==> src/rtl/isa_dma_arbiter.sv <==
// rtl/isa_dma_arbiter.sv - round-robin ISA DMA arbiter for the low (0-3) and high (5-7) DRQ banks
module isa_dma_arbiter #(
    parameter int NREQ        = 4,
    parameter int GAP_CYCLES  = 2,
    parameter int SYNC_STAGES = 2
) (
    input  logic                clk,
    input  logic                rst_n,
    input  logic [NREQ-1:0]     req,
    input  logic [3*NREQ-1:0]   req_chan,
    input  logic [7:0]          dack_n,
    input  logic                ior_n,
    input  logic                iow_n,
    input  logic                aen,
    input  logic                tc,
    input  logic [15:0]         sd,
    output logic [2:0]          drq_lo_sel,
    output logic                drq_lo_trig_n,
    output logic [2:0]          drq_hi_sel,
    output logic                drq_hi_trig_n,
    output logic [NREQ-1:0]     ack,
    output logic                ack_write,
    output logic                ack_tc,
    output logic [15:0]         dma_data,
    output logic [NREQ-1:0]     bad_chan
);
    localparam int PW = (NREQ > 1) ? $clog2(NREQ) : 1;
    localparam int CW = (GAP_CYCLES > 1) ? $clog2(GAP_CYCLES) : 1;
    localparam logic [27:0] SYNC_RST = {16'h0000, 1'b0, 1'b0, 1'b1, 1'b1, 8'hFF};

    typedef enum logic [2:0] {S_IDLE, S_SETUP, S_REQ, S_XFER, S_GAP} state_t;

    logic [27:0] sync_q [SYNC_STAGES];
    logic [27:0] sync_out;
    logic [7:0]  dack_s;
    logic        ior_s, iow_s, aen_s, tc_s;
    logic [15:0] sd_s;

    always_ff @(posedge clk) begin
        if (!rst_n) begin
            for (int s = 0; s < SYNC_STAGES; s++) sync_q[s] <= SYNC_RST;
        end else begin
            sync_q[0] <= {sd, tc, aen, iow_n, ior_n, dack_n};
            for (int s = 1; s < SYNC_STAGES; s++) sync_q[s] <= sync_q[s-1];
        end
    end

    assign sync_out = sync_q[SYNC_STAGES-1];
    assign dack_s   = sync_out[7:0];
    assign ior_s    = sync_out[8];
    assign iow_s    = sync_out[9];
    assign aen_s    = sync_out[10];
    assign tc_s     = sync_out[11];
    assign sd_s     = sync_out[27:12];

    logic [2:0]      rchan [NREQ];
    logic [NREQ-1:0] cand  [2];

    // Channel 4 is the cascade channel: it belongs to neither bank.
    always_comb begin
        for (int i = 0; i < NREQ; i++) begin
            rchan[i]   = req_chan[3*i +: 3];
            cand[0][i] = req[i] & ~rchan[i][2];
            cand[1][i] = req[i] & rchan[i][2] & (rchan[i][1:0] != 2'b00);
        end
    end

    // Index 0 is the low bank, index 1 the high bank.
    state_t        state_q [2], state_d [2];
    logic [PW-1:0] grant_q [2], grant_d [2];
    logic [PW-1:0] ptr_q   [2], ptr_d   [2];
    logic [2:0]    chan_q  [2], chan_d  [2];
    logic          dir_q   [2], dir_d   [2];
    logic          tcf_q   [2], tcf_d   [2];
    logic [15:0]   dbuf_q  [2], dbuf_d  [2];
    logic [CW-1:0] cnt_q   [2], cnt_d   [2];
    logic [1:0]    fin;

    always_ff @(posedge clk) begin
        for (int b = 0; b < 2; b++) begin
            if (!rst_n) begin
                state_q[b] <= S_IDLE;
                grant_q[b] <= '0;
                ptr_q[b]   <= '0;
                chan_q[b]  <= '0;
                dir_q[b]   <= 1'b0;
                tcf_q[b]   <= 1'b0;
                dbuf_q[b]  <= '0;
                cnt_q[b]   <= '0;
            end else begin
                state_q[b] <= state_d[b];
                grant_q[b] <= grant_d[b];
                ptr_q[b]   <= ptr_d[b];
                chan_q[b]  <= chan_d[b];
                dir_q[b]   <= dir_d[b];
                tcf_q[b]   <= tcf_d[b];
                dbuf_q[b]  <= dbuf_d[b];
                cnt_q[b]   <= cnt_d[b];
            end
        end
    end

    always_comb begin
        logic found;
        logic strobe_lo;
        int   j;
        fin       = '0;
        found     = 1'b0;
        strobe_lo = 1'b0;
        j         = 0;
        for (int b = 0; b < 2; b++) begin
            state_d[b] = state_q[b];
            grant_d[b] = grant_q[b];
            ptr_d[b]   = ptr_q[b];
            chan_d[b]  = chan_q[b];
            dir_d[b]   = dir_q[b];
            tcf_d[b]   = tcf_q[b];
            dbuf_d[b]  = dbuf_q[b];
            cnt_d[b]   = cnt_q[b];
            found      = 1'b0;
            strobe_lo  = dir_q[b] ? ~iow_s : ~ior_s;
            unique case (state_q[b])
                S_IDLE: begin
                    for (int k = 0; k < NREQ; k++) begin
                        j = int'(ptr_q[b]) + k;
                        if (j >= NREQ) j = j - NREQ;
                        if (!found && cand[b][j]) begin
                            found      = 1'b1;
                            grant_d[b] = PW'(j);
                            chan_d[b]  = rchan[j];
                        end
                    end
                    if (found) state_d[b] = S_SETUP;
                end
                S_SETUP: state_d[b] = S_REQ;
                S_REQ: begin
                    if (!req[grant_q[b]]) begin
                        state_d[b] = S_IDLE;
                    end else if (!dack_s[chan_q[b]] && aen_s && (!ior_s || !iow_s)) begin
                        state_d[b] = S_XFER;
                        dir_d[b]   = ~iow_s;
                        dbuf_d[b]  = sd_s;
                        tcf_d[b]   = tc_s;
                    end
                end
                S_XFER: begin
                    if (strobe_lo && !dack_s[chan_q[b]]) begin
                        dbuf_d[b] = sd_s;
                        tcf_d[b]  = tcf_q[b] | tc_s;
                    end else begin
                        fin[b]     = 1'b1;
                        ptr_d[b]   = (grant_q[b] == PW'(NREQ-1)) ? '0 : grant_q[b] + 1'b1;
                        cnt_d[b]   = '0;
                        state_d[b] = S_GAP;
                    end
                end
                S_GAP: begin
                    if (cnt_q[b] == CW'(GAP_CYCLES-1)) state_d[b] = S_IDLE;
                    else cnt_d[b] = cnt_q[b] + 1'b1;
                end
                default: state_d[b] = S_IDLE;
            endcase
        end
    end

    assign drq_lo_sel    = chan_q[0];
    assign drq_hi_sel    = chan_q[1];
    assign drq_lo_trig_n = (state_q[0] != S_REQ);
    assign drq_hi_trig_n = (state_q[1] != S_REQ);

    // On coincident completions the high bank's qualifiers take precedence.
    always_ff @(posedge clk) begin
        if (!rst_n) begin
            ack       <= '0;
            ack_write <= 1'b0;
            ack_tc    <= 1'b0;
            dma_data  <= '0;
            bad_chan  <= '0;
        end else begin
            ack <= '0;
            for (int b = 0; b < 2; b++) begin
                if (fin[b]) ack[grant_q[b]] <= 1'b1;
            end
            for (int i = 0; i < NREQ; i++) begin
                bad_chan[i] <= req[i] & (rchan[i] == 3'd4);
            end
            if (fin[1]) begin
                ack_write <= dir_q[1];
                ack_tc    <= tcf_q[1];
                dma_data  <= dbuf_q[1];
            end else if (fin[0]) begin
                ack_write <= dir_q[0];
                ack_tc    <= tcf_q[0];
                dma_data  <= dbuf_q[0];
            end
        end
    end
endmodule

==> config.mk <==
export PLATFORM = sky130hd
export DESIGN_NAME = isa_dma_arbiter
export DESIGN_NICKNAME = d
export VERILOG_FILES = /design/src/rtl/isa_dma_arbiter.sv
export SDC_FILE = /design/constraint.sdc
export NUM_CORES = 1
export LEC_CHECK = 0
export BUFFER_PORTS_ARGS = -buffer_cell sky130_fd_sc_hd__buf_2
export CORE_MARGIN = 2
export CORE_UTILIZATION = 50
export DETAILED_ROUTE_END_ITERATION = 8
export GPL_TIMING_DRIVEN = 0
export PLACE_DENSITY = 0.73
export SYNTH_ARGS = -nofsm -noshare
export SYNTH_HDL_FRONTEND = slang
export SYNTH_SLANG_ARGS = --single-unit
export TNS_END_PERCENT = 5
==> constraint.sdc <==
create_clock -name clk -period 2.1 [get_ports clk]
set_clock_uncertainty 0.1 [all_clocks]
set_input_delay 0.21 -clock clk [delete_from_list [all_inputs] [get_ports clk]]
set_output_delay 0.21 -clock clk [all_outputs]
set_load 0.03 [all_outputs]
---- Yosys cells after proc, flatten, opt, wreduce, memory -nomap -nowiden ----
Memory sizes are Yosys's and may differ from the RTL's.
Cells that the tools add are included.
word-level totals
  memories kept ........................... 9
  bits in writable memories ............... 114
  bits of input ports ..................... 46
  register bits after elaboration ......... 26
operators by class
  muxes and demuxes ....................... 193
  reductions and logical operators ........ 32
  bitwise operators ....................... 51
  $add $sub $neg .......................... 18
  order comparisons ....................... 30
  eq/ne operators ......................... 16
memories
  memory           words  width  read ports  clocked after Yosys merged registers in  write ports  line  source
  sync_q           2      28     2           0                                        2            33    logic [27:0] sync_q [SYNC_STAGES];
  dbuf_q           2      16     2           0                                        2            75    logic [15:0] dbuf_q [2], dbuf_d [2];
  chan_q           2      3      2           0                                        2            72    logic [2:0] chan_q [2], chan_d [2];
  state_q          2      3      2           0                                        2            69    state_t state_q [2], state_d [2];
  grant_q          2      2      2           0                                        2            70    logic [PW-1:0] grant_q [2], grant_d [2];
  ptr_q            2      2      2           0                                        2            71    logic [PW-1:0] ptr_q [2], ptr_d [2];
  3 more memories  --     --     --          --                                       --           --
operators with widths
  kind                                                   count
  2-to-1 mux 32 bit                                      16
  >= comparator 32 x 3 -> 1 bit (second input constant)  8
  < comparator 32 x 4 -> 1 bit (second input constant)   8
  inverter 32 bit                                        8
  2-to-1 mux 16 bit                                      10
  2-to-1 mux 3 bit                                       40
  2-to-1 mux 1 bit                                       72
  case mux 16 bit (2 select lines)                       2
  2-to-1 mux 28 bit                                      2
  binary-select mux 3 bit (select 2 bit)                 8
  2-to-1 mux 2 bit                                       20
  case mux 3 bit (5 select lines)                        2
  subtractor 3 x 3 -> 4 bit (second input constant)      6
  binary-select mux 1 bit (select 2 bit)                 10
  OR 1 bit                                               20
  equality test 3 bit (second input constant)            6
  >= comparator 3 bit (second input constant)            6
  AND 1 bit                                              16
  logical AND 1 bit                                      14
  adder 2 x 2 -> 3 bit (second input constant)           4
  equality test 3 x 2 -> 1 bit (second input constant)   4
  2-to-1 mux 4 bit                                       3
  logical NOT 1 bit                                      10
  nonzero test 2 bit                                     5
  18 further kinds                                       40

---- Logic depth before layout (Yosys ltp) ----
Gate-level depths: netlist of run 1.
  word-level depth ........................ 23
  mapped depth ............................ 8
  gate-level depth less buffers ........... 6

---- Least setup slack after synthesis of run 1 ----
No wires, ideal clock.
  path type ............................... register to register
  start ................................... memory chan_q[0][0]
  end ..................................... memory dbuf_q[0][10]
  data required time ...................... 1884 ps
  period minus slack after synthesis ...... 2383 ps
  cell stages (with the launch flop) ...... 8
  slack ................................... -283 ps
  setup time .............................. 116 ps
  path buffers ............................ 1
  arrival ................................. 2167 ps
  cells stage by stage .................... dfxtp_1 mux4_1 mux2i_4 nand2_2 a21oi_4 buf_12 mux2i_1 nor2b_1
RTL lines
  item                line
  start: declaration  72
  end: declaration    75

==> results.md, run 1 <==
Final layout
- **Non-Filler Instances** 947
- **leading cell type in the layout, fill and taps excluded** dfxtp_1
- **diode insertion count for antenna repair** 0
- **final net count** 820
- **most frequent cells in the layout** dfxtp_1 (132), buf_2 (79), nand2_1 (49)
- **share of layout cells above drive strength 1** 23.0%
- **Layout Area Growth over Synthesis** 29.1%

Die
- **height of the die** 115 um
- **io pins** 80
- **effective utilization at floorplan** 51.2%
- **die footprint** 13300 um2
- **core area** 12100 um2
- **floorplan row count** 40
- **die outline width** 115 um

Timing
- **fin crit period** 2.14 ns
- **highest achievable clock rate** 468 MHz
- **PnR worst setup slack** -0.0364 ns
- **Max Transition Viols Final** 0
- **period utilization** 102%
- **worst hold margin** 0.0417 ns
- **summed negative setup slack over all endpoints** -0.195 ns
- **transition time of the tightest slew-check pin** 0.810 ns
- **final number of setup-violating endpoints** 15
- **number of endpoints with negative hold slack in the final report** 0
- **remaining max-slew budget at the tightest pin** 45.6%
- **RSZ-0062 raised after global routing** yes

Global routing
- **initial antenna violation count** 0
- **via count of the first global-routing pass** 4888
- **wire length of the first global-routing pass** 24.6 mm
- **largest net degree at the start of global routing** 17
- **global-route usage over all layers** 23.8%
- **overflow left after global routing** 0

Power and ir drop
- **net switching fraction of the power** 28.1%
- **share of power burned in registers** 39.1%
- **part of the power in combinational logic** 19.3%
- **peak supply drop** 842 uV
- **cell-internal power** 5590 uW
- **sw power** 2190 uW
- **power density of the placed cells** 975 nW/um2
- **portion of total power attributed to the clock network** 41.6%
- **leakage** 0.00306 uW

Synthesis
- **fraction of registers with async set/reset** 0%
- **number of library cell types mapped by synthesis** 57
- **cell area after technology mapping** 6180 um2
- **proportion of synthesized chip area in sequential cells** 45.8%
- **gate count of the mapped netlist** 633
- **Most used DFF post-synth** dfxtp_1
- **Mean Syn Cell Area** 9.76 um2
- **Synth Register Bits** 140
- **post-synthesis net count** 687
- **count of flip-flops with a built-in enable after synthesis** 3
- **Synth Warn #** 0

Place
- **final estimated routing congestion in global placement** 0.865
- **number of cells in the design after placement** 877
- **placed wire-length estimate** 10.5 mm
- **IO buf count** 76
- **setup slack after placement** -0.439 ns

Clock network
- **CTS tree** built
- **H-Tree Level Count** 4
- **clock latency on the worst-skew pair** 0.42 ns
- **maximum buffer depth of the clock tree** 2
- **sink count of the clock tree** 140
- **clock-pin transition on the worst setup and hold timing paths** 0.06 ns
- **total clock buffers created by CTS** 17
- **Root Buffer Master** clkbuf_16

Setup path
- **Startpoint Class** register
- **RR Endpoint** dbuf_q[0][4]
- **ordered list of cells on the worst path** mux4_2, mux2i_4, nand2_2, a21oi_4, clkbuf_16, mux2i_1, nor2b_1
- **reg-to-reg critical path startpoint** chan_q[0][0]
- **worst-case reg-to-reg path depth** 7
- **crit path buf inv count** 1
- **logic depth of the worst setup path including buffers** 7
- **type of the worst setup path** register to register
- **required arrival time at the worst endpoint** 2.31 ns
- **capturing element of the worst setup path** dbuf_q[0][4]
- **Critical path origin** chan_q[0][0]
- **slowest stage delay, CP** 0.53 ns
- **worst-path fanout max** 5
- **worst-case register-to-register setup slack** -0.04 ns
- **Worst setup EP type** register
- **Worst path top cell family by delay** multiplexers
- **CP arrival** 2.35 ns
- **cell with the largest stage delay on the worst path** mux4_2

Detailed routing
- **Pre-antenna DRT Iters** 5
- **total wire length** 15.8 mm
- **average routed wire per standard cell** 16.7 um
- **Detail Route Antenna Nets** 0
- **number of DRC markers in iteration 0** 413
- **Vias per Instance** 5.53
- **via count** 5236
- **DRC Markers** 0

Hold path
- **Hold Path Class** primary input to register

Run
- **max cap viols** 0

Outcome
- **outcome** complete, but fails checks
- **failing checks** setup timing

per-stage QoR:
stage	instance area (um2)	utilization (%)	total power, uW
2_1_floorplan	6180	-	4020
3_3_place_gp	6770	56.1	4400
3_5_place_dp	6770	56.1	4440
4_1_cts	7760	64.3	7730
5_1_grt	7980	66.2	8080
6_report	7980	66.2	7780
sequential cells by signal, indices dropped and copies added, names as in the netlist, 4 cells and up:
name	count
ack	4
bad_chan	4
chan_q	6
dbuf_q	32
dma_data	16
grant_q	4
ptr_q	4
state_q	6
sync_q	56
per-layer routing:
metal | vias to the layer above | wire length [um] | part of all wire (%) | track usage (%)
li1 | 2520 | - | - | -
met1 | 2489 | 6990 | 44 | 31.8
met2 | 204 | 7510 | 48 | 38.2
met3 | 23 | 1070 | 6.8 | 5.48
met4 | 0 | 233 | 1.5 | 8.43
met5 | - | 0 | 0 | 0
layout make-up:
class,instances,area [um2]
well taps,168,210
fillers,959,4080
repair buffers,115,792
clock buffers,20,467
inverters,10,41.3
clock inverters,12,179
flip-flops and latches,140,2840
plain buffers,40,250
multi-input cells,442,3200
cells by family after synthesis:
family | share of synthesized area [%]
muxes | 14.8
DFF | 45.8
adders and majority gates | 1.62
xor gates and xnor gates | 0.142
buffers and inverters | 3.52
AOI/OAI and AO/OA | 13.1
and+or+nand+nor | 21.0
Yosys cell counts, types with 3 or more instances:
cell type	instances	share of area, %
nor2_1	16	0.97
a31oi_1	5	0.51
nand3_1	31	2.5
nor4_1	3	0.30
o22ai_1	5	0.51
nor3b_1	5	0.61
edfxtp_1	3	1.5
and2_1	42	4.3
mux2_2	4	0.73
a22oi_1	6	0.73
inv_1	9	0.55
a21boi_0	5	0.61
nor3_1	5	0.40
a211oi_1	4	0.49
dfxtp_1	137	44
nand2b_1	27	2.7
mux2i_1	50	8.1
mux4_2	13	4.7
a21oi_1	23	1.9
nor2b_1	32	3.2
nand2_1	50	3.0
nand4_1	7	0.71
o211ai_1	7	0.85
clkbuf_1	31	1.9
and4_1	4	0.57
o21ai_0	48	3.9
ha_1	8	1.6
o211a_1	5	0.81
o21a_1	4	0.49
buf_2	8	0.65
nand3b_1	3	0.36
timing repair:
| action | in CTS | in global routing |
|---|---|---|
| hold buffers | 28 | 0 |
| pin swaps | 0 | 10 |
| buffers inserted | 1 | 6 |
| gates resized for setup | 17 | 48 |
| hold endpoints to repair | 28 | 0 |
| endpoints found under the setup margin | 61 | 58 |
| cloned | 0 | 4 |
worst reg2reg max path, delay by kind of cell (launching register included):
family	cells	cell delay, ns
AOI/OAI and AO/OA	1	0.26
DFF	1	0.38
and+or+nand+nor	2	0.17
muxes	3	0.91
buffers and inverters	1	0.22
how the worst min path moves through the flow:
stage / start / to / slack [ns] / cells past startpoint
2_1_floorplan: dack_n[0] / sync_q[0][0] / 0.21 / 1
3_3_place_gp: ior_n / sync_q[0][8] / 0.29 / 2
3_5_place_dp: dack_n[5] / sync_q[0][5] / 0.29 / 2
4_1_cts: req[3] / bad_chan[3] / 0.03 / 2
5_1_grt: req[0] / bad_chan[0] / 0.04 / 2
6_report: req[0] / bad_chan[0] / 0.04 / 2
power by group through the flow:
| stage | Sequential (uW) | Clock, uW | Combinational [uW] |
|---|---|---|---|
| CTS | 3040 | 3270 | 1420 |
| global placement | 3080 | 0 | 1320 |
| floorplan | 3220 | 0 | 807 |
| detailed placement | 3090 | 0 | 1350 |
| global route | 3070 | 3370 | 1630 |
| finish | 3040 | 3230 | 1500 |
(Power assumes the default switching activity.)
==> inputs of run 2 (changes only) <==
- CORE_MARGIN: 2 -> unset
- HOLD_SLACK_MARGIN: unset -> 0.12
==> run 2 against run 1 <==
  * The run still ends with setup timing left
  * Flip-flop and latch count unchanged
  * Via count increased by 1.3%
  * Register-to-register slack got worse by 0.08 ns
  * Clock power increased by 8.0%
  * Sequential share of layout area decreased by 0.32 points
  * Critical endpoint is now dbuf_q[0][3]
==> results.md, run 2 (synthesized netlist as in run 1, its figures left out) <==
Outcome
- **outcome** complete, but fails checks
- **failing checks** setup timing

Final layout
- **register with the most flip-flops** sync_q
- **number of flip-flops under the largest register name** 56, unchanged
- **Layout Area Growth over Synthesis** 30.2%
- **utilization after layout** 67.0%, +0.83 points
- **largest registers in the final layout** sync_q: 56 flops, dbuf_q: 32 flops, dma_data: 16 flops
- **area used by multi-input combinational logic** 3190 um2, -0.31%
- **share of layout cells above drive strength 1** 22.6%, -0.36 points
- **diode insertion count for antenna repair** 0, unchanged
- **register cell area after layout** 2840 um2, about the same
- **number of inserted filler cells in the final layout** 947, -1.3%
- **final net count** 828, +0.98%
- **most frequent cells in the layout** dfxtp_1 (134), buf_2 (78), nand2_1 (49)
- **leading cell type in the layout, fill and taps excluded** dfxtp_1

Global routing
- **overflow left after global routing** 0, unchanged
- **via count of the first global-routing pass** 5140, +5.2%
- **initial antenna violation count** 0, unchanged
- **global-route usage over all layers** 26.4%, +2.5 points
- **largest net degree at the start of global routing** 17, unchanged
- **wire length of the first global-routing pass** 26.1 mm, +6.2%

Power and ir drop
- **portion of total power attributed to the clock network** 43.4%, +1.8 points
- **leakage** 0.00311 uW, +1.7%
- **power density of the placed cells** 1000 nW/um2, +2.5%
- **share of power burned in registers** 37.9%, -1.2 points
- **cell-internal power** 5780 uW, +3.4%
- **sw power** 2260 uW, +3.2%
- **peak supply drop** 709 uV, -16%
- **part of the power in combinational logic** 18.6%, -0.7 points
- **net switching fraction of the power** 28.1%, -0.051 points

Die
- **height of the die** 113 um, -1.7%
- **die outline width** 113 um, -1.7%
- **core area** 12000 um2, -0.42%
- **effective utilization at floorplan** 51.5%, +0.21 points
- **floorplan row count** 40, unchanged
- **io pins** 80, unchanged
- **die footprint** 12800 um2, -3.4%

Place
- **IO buf count** 76, unchanged
- **placed wire-length estimate** 10.7 mm, +1.2%
- **final estimated routing congestion in global placement** 0.918, +6.0%

Setup path
- **Startpoint Class** register
- **required arrival time at the worst endpoint** 2.31 ns, about the same
- **slowest stage delay, CP** 0.54 ns, about the same
- **Worst setup EP type** register
- **CP arrival** 2.43 ns, +0.08 ns
- **cell with the largest stage delay on the worst path** mux4_2
- **ordered list of cells on the worst path** mux4_2, mux2i_4, nand2_2, a21oi_4, clkbuf_16, mux2i_1, nor2b_1
- **worst-path fanout max** 5, unchanged
- **type of the worst setup path** register to register

Timing
- **highest achievable clock rate** 452 MHz, -3.5%
- **summed negative setup slack over all endpoints** -1.16 ns, -0.963 ns
- **number of endpoints with negative hold slack in the final report** 0, unchanged
- **final number of setup-violating endpoints** 17, +2
- **RSZ-0062 raised after global routing** yes
- **PnR worst setup slack** -0.115 ns, -0.0783 ns
- **remaining max-slew budget at the tightest pin** 44.6%, -0.99 points
- **period utilization** 105%, +3.7 points
- **transition time of the tightest slew-check pin** 0.825 ns, +0.0147 ns
- **Max Transition Viols Final** 0, unchanged
- **fin crit period** 2.21 ns, +0.0783 ns

Clock network
- **Root Buffer Master** clkbuf_16
- **maximum buffer depth of the clock tree** 2, unchanged
- **sink count of the clock tree** 140, unchanged
- **CTS tree** built
- **clock latency on the worst-skew pair** 0.43 ns, about the same
- **clock-pin transition on the worst setup and hold timing paths** 0.06 ns, about the same
- **total clock buffers created by CTS** 17, unchanged
- **H-Tree Level Count** 4, unchanged

Hold path
- **Hold Path Class** primary input to register

Detailed routing
- **Detail Route Antenna Nets** 0, unchanged
- **Vias per Instance** 5.68, +2.7%
- **via count** 5302, +1.3%
- **DRC Markers** 0, unchanged
- **average routed wire per standard cell** 17.4 um, +4.2%
- **total wire length** 16.3 mm, +2.8%
- **Pre-antenna DRT Iters** 5, unchanged
- **number of DRC markers in iteration 0** 479, +16%

Run
- **max cap viols** 0, unchanged

## run 2: changes by cell type in the layout (fill, tap and decap cells not counted), moves of 2 or more
cell / before / now
buf_4: 8 / 12
buf_6: 4 / 6
bufinv_16: 4 / 6
clkbuf_8: 4 / 1
clkinv_2: 2 / 0
dfxtp_1: 132 / 134
dfxtp_2: 3 / 1
dlygate4sd3_1: 28 / 36
inv_8: 0 / 2
mux2i_1: 47 / 45
mux2i_2: 1 / 4
o21ai_0: 38 / 46
o21ai_1: 9 / 2
## run 2: path summary, 6_finish.rpt
| check | from | end | slack, ns | cells past startpoint |
|---|---|---|---|---|
| setup / recovery | chan_q[0][0] | dbuf_q[0][3] | -0.11 | 7 |
| hold reg to reg | sync_q[0][3] | sync_q[0][31] | 0.31 | 1 |
| setup reg to reg | chan_q[0][0] | dbuf_q[0][3] | -0.11 | 7 |
| hold / removal | rst_n | sync_q[0][33] | 0.28 | 3 |
## run 2: power by group through the flow
stage | combinational (uW) | sequential, uW | clock, uW
after floorplan | 807 | 3220 | 0
after global placement | 1320 | 3080 | 0
after detailed placement | 1350 | 3090 | 0
after CTS | 1440 | 3050 | 3530
after global routing | 1610 | 3080 | 3670
final | 1500 | 3050 | 3490
## run 2: repair_timing
action | 4_1_cts | 5_1_grt
buffers inserted | 7 | 4
pin swaps | 2 | 1
gates cloned | 0 | 1
endpoints found under the setup margin | 61 | 60
gates resized for setup | 23 | 30
hold endpoints to repair | 32 | 0
hold buffers | 36 | 0
## run 2: worst max-delay path, delay by kind of cell, from the launching register on
family | cells | cell delay (ns)
AO/OA/AOI/OAI | 1 | 0.28
AND/OR/NAND/NOR | 2 | 0.16
multiplexers | 3 | 0.95
flip-flops | 1 | 0.39
buffers and inverters | 1 | 0.22
## run 2: layout make-up
type	count	share of cell area (%)
plain buffers	39	3.03
clock buffers	18	5.46
clock inverters	14	3.16
inverters	10	0.513
multi-input cells	442	39.6
flip-flops and latches	140	35.3
well taps	147	2.29
repair buffers	124	10.6
## run 2: per-layer routing
layer | share of wire [%] | GRT usage, %
met1 | 45 | 34.2
met2 | 49 | 44.2
met3 | 5.1 | 5.20
met4 | 1.3 | 8.77
met5 | 0 | 0
## run 2: through the flow
step | setup WS [ns] | cell area [um2] | instances | total power, uW | hold slack (ns)
2_1_floorplan | -0.0380 | 6180 | 633 | 4020 | 0.211
3_3_place_gp | -0.350 | 6740 | 856 | 4400 | 0.289
3_5_place_dp | -0.405 | 6740 | 856 | 4440 | 0.296
4_1_cts | -0.0815 | 7910 | 930 | 8010 | 0.296
5_1_grt | -0.190 | 8050 | 934 | 8360 | 0.322
6_report | -0.115 | 8050 | 934 | 8040 | 0.280
